`src/rtl/dcache_req_arbiter.sv`:
```
// Shares the dcache request port between two requesters and tracks the single
// outstanding access by tag: replays NACKs, handles kill/drain, retry exhaustion and timeout.
module dcache_req_arbiter #(
   parameter int DATA_W    = 128,
   parameter int ADDR_W    = 40,
   parameter int MAX_RETRY = 7,
   parameter int TIMEOUT   = 255
) (
   input  logic                   clk_i,
   input  logic                   rstn_i,
   input  logic [1:0]             req_valid_i,
   output logic [1:0]             req_ready_o,
   input  logic [1:0][4:0]        req_cmd_i,
   input  logic [1:0][ADDR_W-1:0] req_addr_i,
   input  logic [1:0][3:0]        req_size_i,
   input  logic [1:0][DATA_W-1:0] req_data_i,
   input  logic [1:0][4:0]        req_rd_i,
   input  logic                   kill_i,
   output logic                   dmem_req_valid_o,
   input  logic                   dmem_req_ready_i,
   output logic [4:0]             dmem_req_cmd_o,
   output logic [ADDR_W-1:0]      dmem_req_addr_o,
   output logic [3:0]             dmem_op_type_o,
   output logic [DATA_W-1:0]      dmem_req_data_o,
   output logic [7:0]             dmem_req_tag_o,
   output logic                   dmem_req_kill_o,
   input  logic                   dmem_resp_valid_i,
   input  logic                   dmem_resp_nack_i,
   input  logic [7:0]             dmem_resp_tag_i,
   input  logic [DATA_W-1:0]      dmem_resp_data_i,
   output logic [1:0]             resp_valid_o,
   output logic                   resp_error_o,
   output logic [DATA_W-1:0]      resp_data_o,
   output logic                   busy_o
);
   localparam int RW = $clog2(MAX_RETRY + 1);
   localparam int TW = $clog2(TIMEOUT + 1);

   localparam logic [1:0] S_IDLE  = 2'd0;
   localparam logic [1:0] S_ISSUE = 2'd1;
   localparam logic [1:0] S_WAIT  = 2'd2;
   localparam logic [1:0] S_DRAIN = 2'd3;

   logic [1:0]    state;
   logic          rr;
   logic          owner;
   logic          grant;
   logic          accept;
   logic [RW-1:0] retry_cnt;
   logic [TW-1:0] tmo_cnt;
   logic          tag_hit;
   logic          nack_hit;
   logic          data_hit;
   logic          tmo_hit;

   // Round-robin pointer only matters when both requesters contend.
   assign grant  = (req_valid_i == 2'b11) ? rr : req_valid_i[1];
   assign accept = rstn_i && (state == S_IDLE) && (|req_valid_i);

   always_comb begin
      req_ready_o = '0;
      if (accept) req_ready_o[grant] = 1'b1;
   end

   assign tag_hit  = (dmem_resp_tag_i == dmem_req_tag_o);
   assign nack_hit = dmem_resp_nack_i && tag_hit;
   assign data_hit = dmem_resp_valid_i && tag_hit && !dmem_resp_nack_i;
   assign tmo_hit  = (tmo_cnt == TW'(TIMEOUT));

   assign dmem_req_valid_o = (state == S_ISSUE);
   // A kill in ISSUE only reaches the cache if the request was taken that cycle.
   assign dmem_req_kill_o  = rstn_i && kill_i &&
                             (((state == S_ISSUE) && dmem_req_ready_i) || (state == S_WAIT));
   assign busy_o           = (state != S_IDLE);

   always_ff @(posedge clk_i) begin
      if (!rstn_i) begin
         state           <= S_IDLE;
         rr              <= 1'b0;
         owner           <= 1'b0;
         retry_cnt       <= '0;
         tmo_cnt         <= '0;
         dmem_req_cmd_o  <= '0;
         dmem_req_addr_o <= '0;
         dmem_op_type_o  <= '0;
         dmem_req_data_o <= '0;
         dmem_req_tag_o  <= '0;
         resp_valid_o    <= '0;
         resp_error_o    <= 1'b0;
         resp_data_o     <= '0;
      end else begin
         resp_valid_o <= '0;
         resp_error_o <= 1'b0;
         case (state)
            S_IDLE: begin
               if (accept) begin
                  owner           <= grant;
                  rr              <= ~grant;
                  dmem_req_cmd_o  <= req_cmd_i[grant];
                  dmem_req_addr_o <= req_addr_i[grant];
                  dmem_op_type_o  <= req_size_i[grant];
                  dmem_req_data_o <= req_data_i[grant];
                  dmem_req_tag_o  <= {1'b0, grant, req_rd_i[grant], 1'b0};
                  retry_cnt       <= '0;
                  state           <= S_ISSUE;
               end
            end
            S_ISSUE: begin
               if (kill_i) begin
                  state <= S_IDLE;
               end else if (dmem_req_ready_i) begin
                  tmo_cnt <= '0;
                  state   <= S_WAIT;
               end
            end
            S_WAIT: begin
               if (kill_i) begin
                  tmo_cnt <= '0;
                  state   <= (nack_hit || data_hit) ? S_IDLE : S_DRAIN;
               end else if (nack_hit) begin
                  if (retry_cnt == RW'(MAX_RETRY)) begin
                     resp_valid_o[owner] <= 1'b1;
                     resp_error_o        <= 1'b1;
                     state               <= S_IDLE;
                  end else begin
                     retry_cnt <= retry_cnt + RW'(1);
                     state     <= S_ISSUE;
                  end
               end else if (data_hit) begin
                  resp_valid_o[owner] <= 1'b1;
                  resp_data_o         <= dmem_resp_data_i;
                  state               <= S_IDLE;
               end else if (tmo_hit) begin
                  resp_valid_o[owner] <= 1'b1;
                  resp_error_o        <= 1'b1;
                  state               <= S_IDLE;
               end else if (tmo_cnt != '1) begin
                  tmo_cnt <= tmo_cnt + TW'(1);
               end
            end
            S_DRAIN: begin
               if (nack_hit || data_hit || tmo_hit) begin
                  state <= S_IDLE;
               end else if (tmo_cnt != '1) begin
                  tmo_cnt <= tmo_cnt + TW'(1);
               end
            end
         endcase
      end
   end
endmodule

```
`config.mk`:
```
export PLATFORM = sky130hd
export DESIGN_NAME = dcache_req_arbiter
export DESIGN_NICKNAME = d
export VERILOG_FILES = /design/src/rtl/dcache_req_arbiter.sv
export SDC_FILE = /design/constraint.sdc
export NUM_CORES = 1
export LEC_CHECK = 0
export CORE_AREA = 3 3 320 322
export DETAILED_ROUTE_END_ITERATION = 16
export DIE_AREA = 0 0 323 325
export PLACE_DENSITY_LB_ADDON = 0.05
export SLEW_MARGIN = 15
export SYNTH_ARGS = -nofsm -noshare
export SYNTH_HDL_FRONTEND = slang
export SYNTH_SLANG_ARGS = --single-unit
```
`constraint.sdc`:
```
create_clock -name clk_i -period 1.65 [get_ports clk_i]
set_input_delay 0.33 -clock clk_i [delete_from_list [all_inputs] [get_ports clk_i]]
set_output_delay 0.33 -clock clk_i [all_outputs]
set_load 0.1 [all_outputs]
```
==> results_dict.tcl <==
set metrics [dict create \
    dp_hpwl_um 63600 \
    drc 0 \
    finalSetupViolCount 324 \
    ctsLongestPathBuffers 3 \
    power.density_mw_per_mm2 866 \
    clock-sinks 328 \
    r2r_cells 11 \
    irDropWorstVdd_uv 763 \
    cp-endpoint "resp_data_o[109]$_SDFFE_PN0P_" \
    clock_latency_ns 0.60 \
    violations "negative setup slack" \
    mostFrequentLayoutCells "clkdlybuf4s50_1 (506), buf_12 (392), dfxtp_1 (314), nand2_1 (263), o211a_1 (182)" \
    cp.depth 11 \
    dpl.cell_count 3656 \
    num_rows 116 \
    first_global_vias 16400 \
    skew_ns 0.0262 \
    wirelength_um 87900 \
    die_x_um 323 \
    crit_chain "buf_6 -> buf_6 -> nor3b_4 -> nand3b_1 -> or3_4 -> buf_8 -> buf_12 -> buf_8 -> buf_16 -> nand2_2 -> a21boi_2" \
    worst-setup-path-type "reg -> reg" \
    min_period_ns 2.14 \
    final_antenna_net_count 0 \
    rsz0062_at_grt "yes" \
    drive_gt1_share_pct 42.3 \
    cts.clk_slew.worst_paths_ns 0.05 \
    yosysSeqAreaShare_pct 45.9 \
    holdWs_ns 0.263 \
    pin_count 829 \
    ys_types 54 \
    core-area_mm2 0.0999 \
    num-nets-final 3053 \
    mostFrequentLayoutCell "clkdlybuf4s50_1" \
    startpoint "state[0]$_SDFFE_PN0P_" \
    htree_levels 2 \
    num_vias 15300 \
    fin_tns_setup_ns -85.66 \
    p_leak_uw 0.0150 \
    m1WireLength_um 31300 \
    rrSetupSlack_ns -0.49 \
    vias_per_cell 3.96 \
    routabilityCongestion 0.777 \
    grt_max_degree 110 \
    max_freq_ghz 0.466 \
    grt_usage_pct 16.0 \
    cts_made_buffers 48 \
    worstPathArrival_ns 2.63 \
    yosysWarnings 0 \
    antenna_found_initial 7 \
    drt-initial-drc-count 414 \
    met3WireLength_um 7460 \
    max_stage_delay_ns 0.47 \
    drv_cap 0 \
    die_y_um 325 \
    crit_fanout 5 \
    io_buffers 826 \
    stdcell_count 3877 \
    synth-edff-count 0 \
    timing.rr.start "state[0]$_SDFFE_PN0P_" \
    place_ws_ns -0.862 \
    cp_top_family "simple AND/OR/NAND/NOR gates" \
    post-route-period-util_pct 130 \
    final_area_mm2 0.0352 \
    first_pass_iters 4 \
    layout_setup_ws_ns -0.494 \
    grt_pass1_wl_um 122000 \
    syn-cell-area_mm2 0.0143 \
    hold_path.class "in -> reg" \
    area_delta_synth_final_pct 146 \
    post_dp_cell_area_mm2 0.0283 \
    holdBufCountCts 0 \
    outcome "finished, violations left" \
    cp-start-kind "flip-flop" \
    cp-end-kind "flip-flop" \
    synth-seq-cells 328 \
    met2_length_um 47800 \
    routedWlPerCell_um 22.7 \
    overflow 0 \
    slowest_stage "or3_4" \
    route.top_layer_used "met5" \
    holdCritStartpoint "rstn_i" \
    ys_async_sr_fraction_pct 0 \
    dominantRegCellSynth "dfxtp_1" \
    hold_viol 0 \
    initial_core_util_pct 14.3 \
    required_ns 2.13 \
    syn_area_per_cell_um2 9.46 \
    post_synth_inst_count 1513 \
    drv_slew 0 \
    timing.rr.end "resp_data_o[109]$_SDFFE_PN0P_" \
    die_area_mm2 0.105 \
    clockRootBuffer "clkbuf_16" \
    worst-path-buf-inv 6 \
    cts_tree "built" \
]
==> what timing repair did <==
item | CTS | global route
gates cloned | 38 | 6
buffers inserted | 117 | 39
pin swaps | 178 | 237
resized for setup | 456 | 359
endpoints found under the setup margin | 313 | 332
==> worst min-delay path by stage <==
| stage | to | slack, ns | cells after the start |
|---|---|---|---|
| finish | state[0]$_SDFFE_PN0P_ | 0.26 | 6 |
| global route | resp_data_o[20]$_SDFFE_PN0P_ | 0.24 | 3 |
| CTS | resp_data_o[20]$_SDFFE_PN0P_ | 0.21 | 3 |
| detailed placement | tmo_cnt[6]$_SDFFE_PN0P_ | 0.47 | 2 |
| global placement | tmo_cnt[6]$_SDFFE_PN0P_ | 0.45 | 2 |
| floorplan | tmo_cnt[6]$_SDFFE_PN0P_ | 0.44 | 2 |
==> cells in the mapped netlist, types with 2 or more instances <==
cell        n  area [um^2]
o21a_1      2         15.0
o211a_1   182         1820
o221ai_1    2         17.5
a21boi_1  121          908
mux2i_1   182         1820
buf_6      12          135
nor4_1      2         12.5
nand4_1     3         18.8
dfxtp_1   328         6570
a21boi_0   10         75.1
buf_2      57          285
nand3b_1    4         30.0
o21ai_0     3         15.0
xnor2_1     6         52.6
buf_4      17          128
and3_1      3         18.8
nand2b_1    3         18.8
nor3_1      5         25.0
nor2_1     14         52.6
o211ai_1    2         15.0
o22ai_1     2         12.5
inv_1       6         22.5
nand3_1     8         40.0
nand2_1   450         1690
ha_1        3         37.5
nor2b_1     4         25.0
or4_1       3         22.5
a21oi_1     5         25.0
clkbuf_1   46          173
or3_1       4         25.0
==> layer usage <==
layer | vias up | GRT usage, %
li1 | 7356 | -
met1 | 7407 | 16.5
met2 | 505 | 30.9
met3 | 69 | 5.85
met4 | 6 | 2.83
met5 | - | 0
==> power breakdown <==
part           switching [uW]  leakage, uW  internal [uW]
Sequential                549      0.00269           8450
Combinational            6240       0.0116           5070
Clock                    3990     0.000760           6160
Total                   10800       0.0150          19700
==> tightest hold or removal path: cells and delay by family <==
| family | cells | cell delay, ns |
|---|---|---|
| AOI/OAI and AO/OA | 2 | 0.14 |
| buffers and inverters | 2 | 0.21 |
| and+or+nand+nor | 2 | 0.14 |
==> cells by family after synthesis <==
kind of cell             after synthesis  synth area share (%)
AND/OR/NAND/NOR                      514                  14.5
AO/OA/AOI/OAI                        340                  20.9
flip-flops                           328                  45.9
multiplexers                         183                  12.8
buffers and inverters                138                  5.19
XOR/XNOR                               6                 0.367
adder cells (fa/ha/maj)                3                 0.262
other                                  1                0.0262
==> stage by stage <==
| step | util [%] | total power, uW |
|---|---|---|
| global placement | 28.3 | 19100 |
| CTS | 33.8 | 30900 |
| global route | 35.2 | 31700 |
| detailed placement | 28.3 | 19100 |
| floorplan | - | 14100 |
| finish | 35.2 | 30500 |
==> flip-flops by register name (all words and copies together), names as in the netlist <==
register	flops
dmem_op_type_o	4
dmem_req_addr_o	40
dmem_req_cmd_o	5
dmem_req_data_o	128
dmem_req_tag_o	5
owner	1
resp_data_o	128
resp_error_o	1
resp_valid_o	2
retry_cnt	3
rr	1
state	2
tmo_cnt	8
==> area by class of cell <==
class	count	area [um^2]
antenna	5	12.5
sequential	328	6600
fill	9876	64700
inverter	6	22.5
timing repair buffer	1109	15700
clock inverter	6	45.0
multi-input combinational	1049	9640
clock buffer	76	1500
tap	1298	1620
No activity file was read; power rests on OpenSTA's default activity.
